===== src/rtl/msg_requester.sv =====
// rtl/msg_requester.sv - UART message initiator: serialise a request, collect the response or time out.
// Optional checksum word in both directions when MSG_REQUESTER_CHECKSUM_EN is defined.
module msg_requester #(
    parameter int WORD_SIZE        = 8,
    parameter int WORDS_PER_PACKET = 4,
    parameter int TIMEOUT_CLKS     = 1_200_000
) (
    input  logic                                  clk,
    input  logic                                  reset,
    input  logic                                  req_valid,
    input  logic [WORD_SIZE*WORDS_PER_PACKET-1:0] req_msg,
    output logic                                  req_ready,
    input  logic                                  uart_tx_ready,
    output logic                                  uart_tx_start,
    output logic [WORD_SIZE-1:0]                  uart_tx_data,
    input  logic                                  uart_rx_valid,
    input  logic [WORD_SIZE-1:0]                  uart_rx_data,
    output logic                                  rsp_valid,
    output logic [WORD_SIZE*WORDS_PER_PACKET-1:0] rsp_msg,
    output logic                                  rsp_timeout,
    output logic                                  rsp_error,
    output logic                                  rx_stray,
    output logic                                  busy
);
    localparam int MSG_W = WORD_SIZE * WORDS_PER_PACKET;
`ifdef MSG_REQUESTER_CHECKSUM_EN
    localparam int EXTRA = 1;
`else
    localparam int EXTRA = 0;
`endif
    localparam int TX_WORDS = WORDS_PER_PACKET + EXTRA;
    localparam int TX_W     = TX_WORDS * WORD_SIZE;
    localparam int CW       = $clog2(TX_WORDS + 1);
    localparam int TW       = $clog2(TIMEOUT_CLKS + 1);
    localparam logic [CW-1:0] LAST_WORD  = CW'(TX_WORDS - 1);
    localparam logic [TW-1:0] TIMER_LAST = TW'(TIMEOUT_CLKS - 1);

    typedef enum logic [1:0] {IDLE, SEND, WAIT_TX, RECV} state_t;

    state_t                    state_q, state_d;
    logic [TX_W-1:0]           tx_shift;
    logic [TX_W-1:0]           tx_load;
    logic [CW-1:0]             word_cnt;
    logic [CW-1:0]             rx_cnt;
    logic [TW-1:0]             timer;
    logic                      tx_seen;
    logic [TX_W-WORD_SIZE-1:0] rx_hist;
    logic [TX_W-1:0]           rx_next;
    logic                      accept, do_start, tx_done, rx_take, rx_done, expire;

`ifdef MSG_REQUESTER_CHECKSUM_EN
    function automatic logic [WORD_SIZE-1:0] xor_words(input logic [MSG_W-1:0] m);
        logic [WORD_SIZE-1:0] acc;
        acc = '0;
        for (int i = 0; i < WORDS_PER_PACKET; i++) acc = acc ^ m[i*WORD_SIZE +: WORD_SIZE];
        return acc;
    endfunction
    logic rsp_error_q;
    assign tx_load   = {req_msg, xor_words(req_msg)};
    assign rsp_error = rsp_error_q;
`else
    assign tx_load   = req_msg;
    assign rsp_error = 1'b0;
`endif

    // Incoming bytes enter at the LSB end, so the first byte received ends up in the MSB word.
    assign rx_next   = {rx_hist, uart_rx_data};
    assign req_ready = (state_q == IDLE);
    assign busy      = (state_q != IDLE);

    always_ff @(posedge clk or posedge reset) begin
        if (reset) state_q <= IDLE;
        else       state_q <= state_d;
    end

    always_comb begin
        state_d  = state_q;
        accept   = 1'b0;
        do_start = 1'b0;
        tx_done  = 1'b0;
        rx_take  = 1'b0;
        rx_done  = 1'b0;
        expire   = 1'b0;
        case (state_q)
            IDLE: if (req_valid) begin
                accept  = 1'b1;
                state_d = SEND;
            end
            SEND: if (uart_tx_ready) begin
                do_start = 1'b1;
                state_d  = WAIT_TX;
            end
            WAIT_TX: if (tx_seen && uart_tx_ready) begin
                tx_done = 1'b1;
                state_d = (word_cnt == LAST_WORD) ? RECV : SEND;
            end
            RECV: begin
                if (uart_rx_valid) begin
                    rx_take = 1'b1;
                    rx_done = (rx_cnt == LAST_WORD);
                end
                // A final byte arriving on the expiry cycle takes priority over the timeout.
                if (rx_done) begin
                    state_d = IDLE;
                end else if (timer == TIMER_LAST) begin
                    expire  = 1'b1;
                    state_d = IDLE;
                end
            end
            default: state_d = IDLE;
        endcase
    end

    always_ff @(posedge clk or posedge reset) begin
        if (reset) begin
            tx_shift      <= '0;
            word_cnt      <= '0;
            rx_cnt        <= '0;
            timer         <= '0;
            tx_seen       <= 1'b0;
            rx_hist       <= '0;
            uart_tx_start <= 1'b0;
            uart_tx_data  <= '0;
            rsp_valid     <= 1'b0;
            rsp_msg       <= '0;
            rsp_timeout   <= 1'b0;
            rx_stray      <= 1'b0;
`ifdef MSG_REQUESTER_CHECKSUM_EN
            rsp_error_q   <= 1'b0;
`endif
        end else begin
            uart_tx_start <= do_start;
            rsp_valid     <= rx_done;
            rsp_timeout   <= expire;
            rx_stray      <= uart_rx_valid && (state_q != RECV);

            if (accept) begin
                tx_shift <= tx_load;
                word_cnt <= '0;
            end else if (tx_done && word_cnt != LAST_WORD) begin
                tx_shift <= tx_shift << WORD_SIZE;
                word_cnt <= word_cnt + 1'b1;
            end

            // The UART must be seen busy once before its ready counts as "byte done".
            if (do_start) begin
                uart_tx_data <= tx_shift[TX_W-1 -: WORD_SIZE];
                tx_seen      <= 1'b0;
            end else if (state_q == WAIT_TX && !uart_tx_ready) begin
                tx_seen <= 1'b1;
            end

            if (tx_done && word_cnt == LAST_WORD) begin
                timer   <= '0;
                rx_cnt  <= '0;
                rx_hist <= '0;
            end else if (state_q == RECV) begin
                if (timer != TIMER_LAST) timer <= timer + 1'b1;
                if (rx_take) begin
                    rx_hist <= rx_next[TX_W-WORD_SIZE-1:0];
                    if (rx_cnt != LAST_WORD) rx_cnt <= rx_cnt + 1'b1;
                end
            end

            if (rx_done) rsp_msg <= rx_next[TX_W-1 -: MSG_W];
`ifdef MSG_REQUESTER_CHECKSUM_EN
            rsp_error_q <= rx_done &&
                           (rx_next[WORD_SIZE-1:0] != xor_words(rx_next[TX_W-1 -: MSG_W]));
`endif
        end
    end
endmodule

===== config.mk =====
export PLATFORM = sky130hd
export DESIGN_NAME = msg_requester
export DESIGN_NICKNAME = d
export VERILOG_FILES = /design/src/rtl/msg_requester.sv
export SDC_FILE = /design/constraint.sdc
export NUM_CORES = 1
export LEC_CHECK = 0
export CAP_MARGIN = 30
export CORE_UTILIZATION = 35
export CTS_CLUSTER_DIAMETER = 100
export CTS_CLUSTER_SIZE = 25
export DETAILED_ROUTE_END_ITERATION = 8
export DONT_BUFFER_PORTS = 1
export GPL_TIMING_DRIVEN = 1
export MAX_ROUTING_LAYER = met4
export PLACE_DENSITY = 0.47
export SLEW_MARGIN = 10
export SYNTH_ARGS = -nofsm -noshare
export SYNTH_HDL_FRONTEND = slang
export SYNTH_SLANG_ARGS = --single-unit
export TNS_END_PERCENT = 100

===== constraint.sdc =====
create_clock -name clk -period 5.25 [get_ports clk]
set_input_delay 1.05 -clock clk [delete_from_list [all_inputs] [get_ports clk]]
set_output_delay 1.05 -clock clk [all_outputs]
set_load 0.02 [all_outputs]

==> results summary, run 1 <==
The run finished with clean final reports. The routing usage on met2 is 24.10%. The post-synthesis instance total is 536. The share of cells above drive strength 1 is approximately 14%.

The routed length per instance is 15.82 um. The clock period minus worst slack is 2666 ps. The final global-route overflow total came out at 0. In this run the most used layer during global routing was met2. The clock transition time at the flip-flop clock pins of the worst setup and hold paths came out at approximately 60 ps. The count of cell types in the netlist is 44. The initial DRC count is around 230. The slew at the pin closest to its max-slew limit came out at 929.8 ps. The number of global-route vias before repair is between 3,000 and 4,000.

The minimum setup slack among reg-to-reg paths is between 3000 and 4000 ps. The number of DRC violations after detailed routing came out at 0. The met1 demand-to-capacity share in global routing is 20.09%. The number of nets in the synthesized netlist is 586. Once detail routing completed, the nets flagged for antenna violations numbered 0. The number of hold violations in the final report is 0. Summed over all cells, the static leakage comes to 2.824 nW. The total clock buffers created by CTS is 17.

Along the worst hold path, the cell count comes to 2. The slowest stage of the critical path belongs to the cell sky130_fd_sc_hd__dfrtp_1. The number of buffers inserted by port buffering is 0. Walking the worst path, the cells encountered are nor2_1, inv_1. The worst setup path is launched from a flip-flop. The area of the mapped netlist is around 5600 um^2. The overall die width is around 130 um. The non-filler instance count after layout is roughly 760. The portion of the clock cycle consumed by the worst path in the final layout came out at between 50% and 60%. The sequential-to-total area share from yosys stat is slightly below 60%. The total of cells resized after clock tree synthesis is 0. The Yosys step of the flow raised 0 warnings. The total negative setup slack came out at 0 ps. Entering global routing, the biggest net connects 51 pins.

Using the TritonRoute via totals, the vias-per-cell ratio works out to 5.078. The estimated wirelength of the detail-placed design is 7.849 mm. For this run, the total global-route usage over all layers was measured as 16.31%. Counting flops and latches in the post-synthesis netlist gives 130. The largest fanout on the critical path came out at 13. The die height came out at around 130 um. Setup repair after global routing left no endpoint under its margin. The via count is 3,849. The power per standard cell area is 611.6 nW/um^2.

The largest stage delay on the critical path came out at 500 ps. Counting instances in the post-synthesis netlist gives the leading cell types as sky130_fd_sc_hd__nand2_1 (138), sky130_fd_sc_hd__dfrtp_1 (130), sky130_fd_sc_hd__o21ai_0 (45). The final weighted congestion in routability-driven placement is 0.7238. The number of antenna diodes in the final layout is 0.

The number of placement rows is 45. The endpoint identified for the worst register-to-register timing path is tx_shift[12]. The relative area change from synthesis to final layout is 15.07%. The maximum buffer depth of the clock tree came out at 2. The peak ir drop on the vdd network came out at 0.0002604 V. The logic depth of the worst register-to-register path came out at 4.

The fraction of registers with async set/reset is 100.0%. The first-pass GRT wire length is 19.89 mm. The biggest area contributor in the post-synthesis netlist is sky130_fd_sc_hd__dfrtp_1. The number of antenna violations at the first check in global routing was 0. The most common cell in the synthesized netlist is sky130_fd_sc_hd__nand2_1.

The min-delay analysis places its worst path in the category reg2reg. The area of the core came out at roughly 15,000 um^2. Based on the critical path, the design can be clocked at up to 375.1 MHz. By area the synthesized netlist is led by sky130_fd_sc_hd__dfrtp_1 (58%), sky130_fd_sc_hd__nand2_1 (9.2%), sky130_fd_sc_hd__mux2_2 (6.4%), sky130_fd_sc_hd__mux2i_1 (4.8%), sky130_fd_sc_hd__o21ai_0 (4.0%). The start point of the worst hold path is tx_shift[31]. 92 I/O pins were placed. The routed wire length came out at 11.99 mm. The endpoint required time on the critical path is roughly 4200 ps. The count of pins over their slew limit is 0.

The initial core utilization came out at between 30% and 40%. The path with the worst hold slack has its endpoint at uart_tx_data[7]. The relative max-transition margin is between 30% and 40%.

The buffers inserted during post-CTS setup optimization is 0. The net count of the finished layout is 584. The average instance area after synthesis is 10.47 um^2. The number of enable-type register cells in the synthesized netlist came out at 0. The number of cells after detailed placement came out at 724. The count of TritonRoute iterations in the first routing pass came out at 4. Clock skew on the completed layout was measured at 6.825 ps. The prevailing post-synth register cell is sky130_fd_sc_hd__dfrtp_1. After clock tree synthesis, the flow added hold-fix buffers numbering 0. The kind of critical path is reg2out. The number of max-capacitance violations reported is 0. The fraction of met3 tracks used by global routing came out at about 6%. Clock tree synthesis found a total of 130 sinks.

The worst endpoint data arrival time came out at approximately 1600 ps. The die covers 16,550 um^2. The later pin in the worst-skew pair is clocked with a latency of ~420 ps. Setup violations remaining at the end of the flow were counted as 0. CTS placed an instance of sky130_fd_sc_hd__clkbuf_16 at the clock tree root. The number of levels the H-tree was split into came out at 4. In this run the critical register-to-register path is launched from state_q[1]. The share of the synthesized area in the top cell type is 57.96%. TritonCTS built the clock tree. STA classifies the critical path endpoint as an output pin.
## registers in the layout, summed over array words and instances (netlist names)
signal / count
rsp_timeout: 1
uart_tx_data: 8
tx_seen: 1
rsp_msg: 32
tx_shift: 32
state_q: 2
uart_tx_start: 1
rx_cnt: 3
rx_hist: 24
rx_stray: 1
rsp_valid: 1
word_cnt: 3
timer: 21
## stage by stage
| step | hold WS [ps] | power (mW) | utilization [%] | setup WS [ps] | instance area (um^2) |
|---|---|---|---|---|---|
| 3_3_place_gp | 458.9 | 2.648 | 37.38 | 2508 | 5767 |
| 4_1_cts | 480.1 | 3.983 | 41.67 | 2569 | 6429 |
| 6_report | 476.0 | 3.950 | 41.87 | 2584 | 6459 |
| 3_5_place_dp | 461.8 | 2.691 | 37.51 | 2499 | 5787 |
| 5_1_grt | 497.2 | 4.228 | 41.87 | 2492 | 6459 |
| 2_1_floorplan | 438.0 | 2.472 | - | 730.7 | 5613 |
## per-layer routing
layer  up-vias  part of all wire (%)  routed length [um]
met3        20                   8.3                 999
li1       1828                     -                   -
met4         0                   1.8                 220
met5         -                     0                   0
met2       118                    45                5442
met1      1883                    44                5332
## cell families after synthesis
family | synth area share (%)
AOI/OAI and AO/OA | 7.802
xor gates and xnor gates | 1.404
adders and majority gates | 1.115
buffers and inverters | 3.232
DFF | 57.96
muxes | 11.24
other | 0.06681
and+or+nand+nor | 17.19
## critical path, delay by kind of cell (launching register included)
family / cells / cell delay, ps
flip-flops: 1 / 500
AND/OR/NAND/NOR: 1 / 430
buffers and inverters: 1 / 270
## layout make-up
type,count,area (um^2)
clock inverters,14,202.7
inverters,8,32.53
multi-input cells,370,2187
well taps,211,264.0
clock buffers,18,439.2
flip-flops and latches,130,3253
repair buffers,7,80.08
fillers,1548,8969
## power breakdown
| part | switching, mW | internal, mW | leakage (nW) | total, mW |
|---|---|---|---|---|
| Sequential | 0.459 | 1.40 | 1.62 | 1.86 |
| Combinational | 0.440 | 0.373 | 0.906 | 0.814 |
| Clock | 0.464 | 0.812 | 0.299 | 1.28 |
| Total | 1.36 | 2.59 | 2.82 | 3.95 |
## layout by cell type, fill, tap and decap left out, types with 2 or more instances in the layout
| master | count |
|---|---|
| sky130_fd_sc_hd__a21oi_1 | 28 |
| sky130_fd_sc_hd__and4_1 | 2 |
| sky130_fd_sc_hd__nand3_1 | 10 |
| sky130_fd_sc_hd__mux2_2 | 32 |
| sky130_fd_sc_hd__bufinv_16 | 4 |
| sky130_fd_sc_hd__nand2b_1 | 2 |
| sky130_fd_sc_hd__or4_1 | 2 |
| sky130_fd_sc_hd__o211ai_1 | 3 |
| sky130_fd_sc_hd__mux2i_1 | 27 |
| sky130_fd_sc_hd__xnor2_1 | 8 |
| sky130_fd_sc_hd__inv_1 | 6 |
| sky130_fd_sc_hd__nand2_1 | 138 |
| sky130_fd_sc_hd__clkbuf_16 | 17 |
| sky130_fd_sc_hd__nand4_1 | 6 |
| sky130_fd_sc_hd__clkinv_4 | 4 |
| sky130_fd_sc_hd__nor2_1 | 16 |
| sky130_fd_sc_hd__o21ai_0 | 45 |
| sky130_fd_sc_hd__and3_1 | 5 |
| sky130_fd_sc_hd__clkinvlp_4 | 4 |
| sky130_fd_sc_hd__dfrtp_1 | 130 |
| sky130_fd_sc_hd__and2_1 | 6 |
| sky130_fd_sc_hd__ha_1 | 5 |
| sky130_fd_sc_hd__nor3_1 | 7 |
| sky130_fd_sc_hd__inv_6 | 2 |
| sky130_fd_sc_hd__nor4_1 | 4 |
| sky130_fd_sc_hd__or3_1 | 5 |
| sky130_fd_sc_hd__buf_4 | 4 |
| sky130_fd_sc_hd__buf_8 | 2 |
## worst max path at each step
stage                        startpoint          end  slack (ps)  depth (start not counted)
after detailed placement  uart_rx_valid  rsp_msg[30]        2500                          4
after CTS                    state_q[1]         busy        2570                          2
after global placement    uart_rx_valid   rsp_msg[6]        2510                          4
after global routing         state_q[1]         busy        2490                          2
final                        state_q[1]         busy        2580                          2
after floorplan                   reset   rsp_msg[0]         730                          1
Note: power is estimated with default switching activity, not from simulation.
==> run 2, diff against run 1 <==
- PLACE_DENSITY: 0.47 -> 0.49
- clock period: 5.25 -> 2.15 ns (I/O delays scaled with it)
==> run 2 against run 1 <==
Effect of this change: routed wire length shrank 1.9%; global-route usage shrank 0.26 points; worst hold slack lost 430 ps; flip-flop and latch count is the same; sequential share of layout area is essentially flat; first-iteration DRC count shrank 31%; die area is the same; critical path type is now reg2reg.
==> results summary, run 2 (synthesis gave the netlist of run 1 again) <==
The flow ran to the end, and the final reports show no timing, DRC or antenna violations. The peak ir drop on the vdd network came to 0.0006096 V (+130%). The minimum setup slack among reg-to-reg paths came out at 270 ps (-2780 ps). The net switching share of the total power came out at 34.66% (+0.17 points). The min-delay analysis places its worst path in the category in2async. The post-route total power was 9.537 mW (+140%).

The power per standard cell area was 1476 nW/um^2 (+140%). The overall die width came out at 128.6 um (unchanged). The full die area is 16,550 um^2 (unchanged). STA classifies the critical path startpoint as a flip-flop. The slew at the pin closest to its max-slew limit came out at 726.2 ps (-203.6 ps).

The final weighted congestion in routability-driven placement is 0.8046 (+11%). The worst endpoint data arrival time came out at 2170 ps (+550 ps). The root cell of the clock tree is sky130_fd_sc_hd__clkbuf_16. The worst setup skew after layout is 5.710 ps (-1.116 ps). The net count of the finished layout is 588 (+0.68%). The number of global-route vias before repair came out at 3,767 (-3.0%).

The overall fraction of global-route tracks in use is 16.06% (-0.26 points). The sort of element at the end of the critical path is a flip-flop. The area of all sequential standard cells is 3253 um^2 (unchanged). The worst setup path is of the reg2reg kind.

The die height is 128.6 um (unchanged). The largest fanout on the critical path is 13 (unchanged). The worst reg2reg path startpoint is state_q[1]. The placed instance area came out at 5844 um^2 (+0.99%). The largest registers in the layout are rsp_msg x32, tx_shift x32, rx_hist x24. The total I/O pin count is 92 (unchanged). The register share of total power is 47.8% (+0.7 points). After layout, the worst path uses 87.24% of the clock period. The number of hold violations in the final report is 0 (unchanged). The internal power summed over all cells is 6.231 mW (+140%). The total negative setup slack was 0 ps (unchanged). The final core utilization came to 41.90% (about the same). The final instance area is 6464 um^2 (about the same). The multi-input gate area in the final layout is 2187 um^2 (unchanged). The TritonCTS clock tree is built.

The relative max-transition margin is 51.59% (+14 points). The endpoint required time on the critical path came out at 2440 ps (-1760 ps). The number of buffers inserted by port buffering was 0 (unchanged).

The total clock buffers created by CTS was 17 (unchanged). The relative area change from synthesis to final layout is 15.16% (about the same). The routed length per instance came out at 15.44 um (-2.4%). The initial core utilization is 36.38% (unchanged). The number of antenna violations at the first check in global routing came out at 0 (unchanged). The logic depth of the worst register-to-register path was 5 (+1).

The number of diodes added for antenna fixing came out at 0 (unchanged). The number of max-capacitance violations reported is 0 (unchanged). The routed wire length is 11.77 mm (-1.9%). The timing-limited maximum frequency is 533.2 MHz.

The number of levels the H-tree was split into came out at 4 (unchanged). The source-to-sink clock delay at the later pin of the worst-skew pair came out at 420 ps (about the same). The count of pins over their slew limit is 0 (unchanged). The count of TritonRoute iterations in the first routing pass came out at 4 (unchanged). The slack of the critical path is 274.4 ps (-2310 ps).

The via count is 3,724 (-3.2%). The first-pass GRT wire length is 19.62 mm (-1.4%). The number of DRC violations after detailed routing came out at 0 (unchanged). The initial DRC count is 159 (-31%). The number of placement rows is 45 (unchanged).

The clock transition time at the flip-flop clock pins of the worst setup and hold paths is 60 ps (about the same). The clock share of power came to 31.3% (-1.0 points). The remaining antenna violation count after routing is 0 (unchanged).

The area of the core is 15,430 um^2 (unchanged). The maximum number of pins on one net before global-route repair is 131 (+160%). The final global-route overflow total came out at 0 (unchanged). The buffers inserted during post-CTS setup optimization was 0 (unchanged). The number of fill cells in the layout is 1,549 (+0.065%). The worst setup timing slack at the placement stage is 176.0 ps (-2323 ps). The maximum buffer depth of the clock tree is 2 (unchanged).

The routed via count divided by cell count came out at 4.887 (-3.8%). The combinational share of power is 21.0% (+0.4 points). The most common library cell in the layout ignoring fill and taps is sky130_fd_sc_hd__nand2_1. In this run the critical register-to-register path is captured at timer[16]. The count of hold-fix buffers inserted at cts was 0 (unchanged).

Setup repair after global routing left no endpoint under its margin. The switching power of the nets was 3.306 mW (+140%). The clock period minus worst slack is 1876 ps. In the layout the commonest cells are sky130_fd_sc_hd__nand2_1 (138), sky130_fd_sc_hd__dfrtp_1 (130), sky130_fd_sc_hd__o21ai_0 (45), sky130_fd_sc_hd__mux2_2 (32), sky130_fd_sc_hd__a21oi_1 (28). The number of sinks driven by the clock tree is 130 (unchanged).

The share of cells above drive strength 1 was 14.88% (+0.44 points). The estimated wirelength of the detail-placed design came out at 7.846 mm (about the same). The total of cells resized after clock tree synthesis is 0 (unchanged). The standby leakage power is 2.840 nW (+0.59%). The number of endpoints failing setup at the final stage came out at 0 (unchanged).
==> run 2: cell count changes in the layout (fill, tap and decap cells not counted), sizes merged <==
cell / previous run / this run
buf: 7 / 11
bufinv: 4 / 3
clkbuf: 18 / 19
clkinv: 5 / 6
clkinvlp: 4 / 2
inv: 9 / 10
==> run 2: worst max-delay path by stage <==
stage / start / depth (start not counted) / end / slack [ps]
2_1_floorplan: reset / 1 / rsp_msg[0] / 110
3_3_place_gp: state_q[1] / 4 / rx_cnt[0] / 260
3_5_place_dp: state_q[1] / 4 / rx_cnt[0] / 180
4_1_cts: state_q[1] / 4 / rx_cnt[0] / 180
5_1_grt: state_q[1] / 5 / timer[16] / 30
6_report: state_q[1] / 5 / timer[16] / 270
==> run 2: critical path, stage by stage (launching register included) <==
cell	delay (ps)
sky130_fd_sc_hd__dfrtp_1	520
sky130_fd_sc_hd__and2_1	360
sky130_fd_sc_hd__nand3_1	260
sky130_fd_sc_hd__nor4_1	390
sky130_fd_sc_hd__xnor2_1	160
sky130_fd_sc_hd__nor2_1	60
==> run 2: metrics by stage <==
| step | cells | hold slack (ps) |
|---|---|---|
| 2_1_floorplan | 536 | 438.0 |
| 3_3_place_gp | 730 | 462.4 |
| 3_5_place_dp | 730 | 460.7 |
| 4_1_cts | 762 | 111.1 |
| 5_1_grt | 762 | 119.5 |
| 6_report | 762 | 49.50 |
==> run 2: area by class of cell <==
cell class	instances	area share, %
clock inverter	13	2.710
inverter	8	0.5226
sequential	130	50.33
multi-input combinational	370	33.84
timing repair buffer	11	1.665
clock buffer	19	6.852
tap	211	4.084
==> run 2: power by group through the flow <==
stage          clock network, mW  registers [mW]  logic [mW]
3_3_place_gp                   0            4.59        1.97
2_1_floorplan                  0            4.31        1.73
3_5_place_dp                   0            4.62        2.04
5_1_grt                     3.19            4.72        2.32
4_1_cts                     3.07            4.58        2.04
6_report                    2.98            4.56        2.00
==> run 2: layer usage <==
metal / global-route usage, % / share of wire (%) / routed length, um
met1: 19.50 / 45 / 5237
met2: 24.39 / 47 / 5577
met3: 5.613 / 6.5 / 760
met4: 6.436 / 1.6 / 191
met5: - / 0 / 0
==> run 3, diff against run 2 <==
- HOLD_SLACK_MARGIN: unset -> 0.02
==> results of run 3 <==
No change in the layout: final DEF, timing and power equal those of run 2.
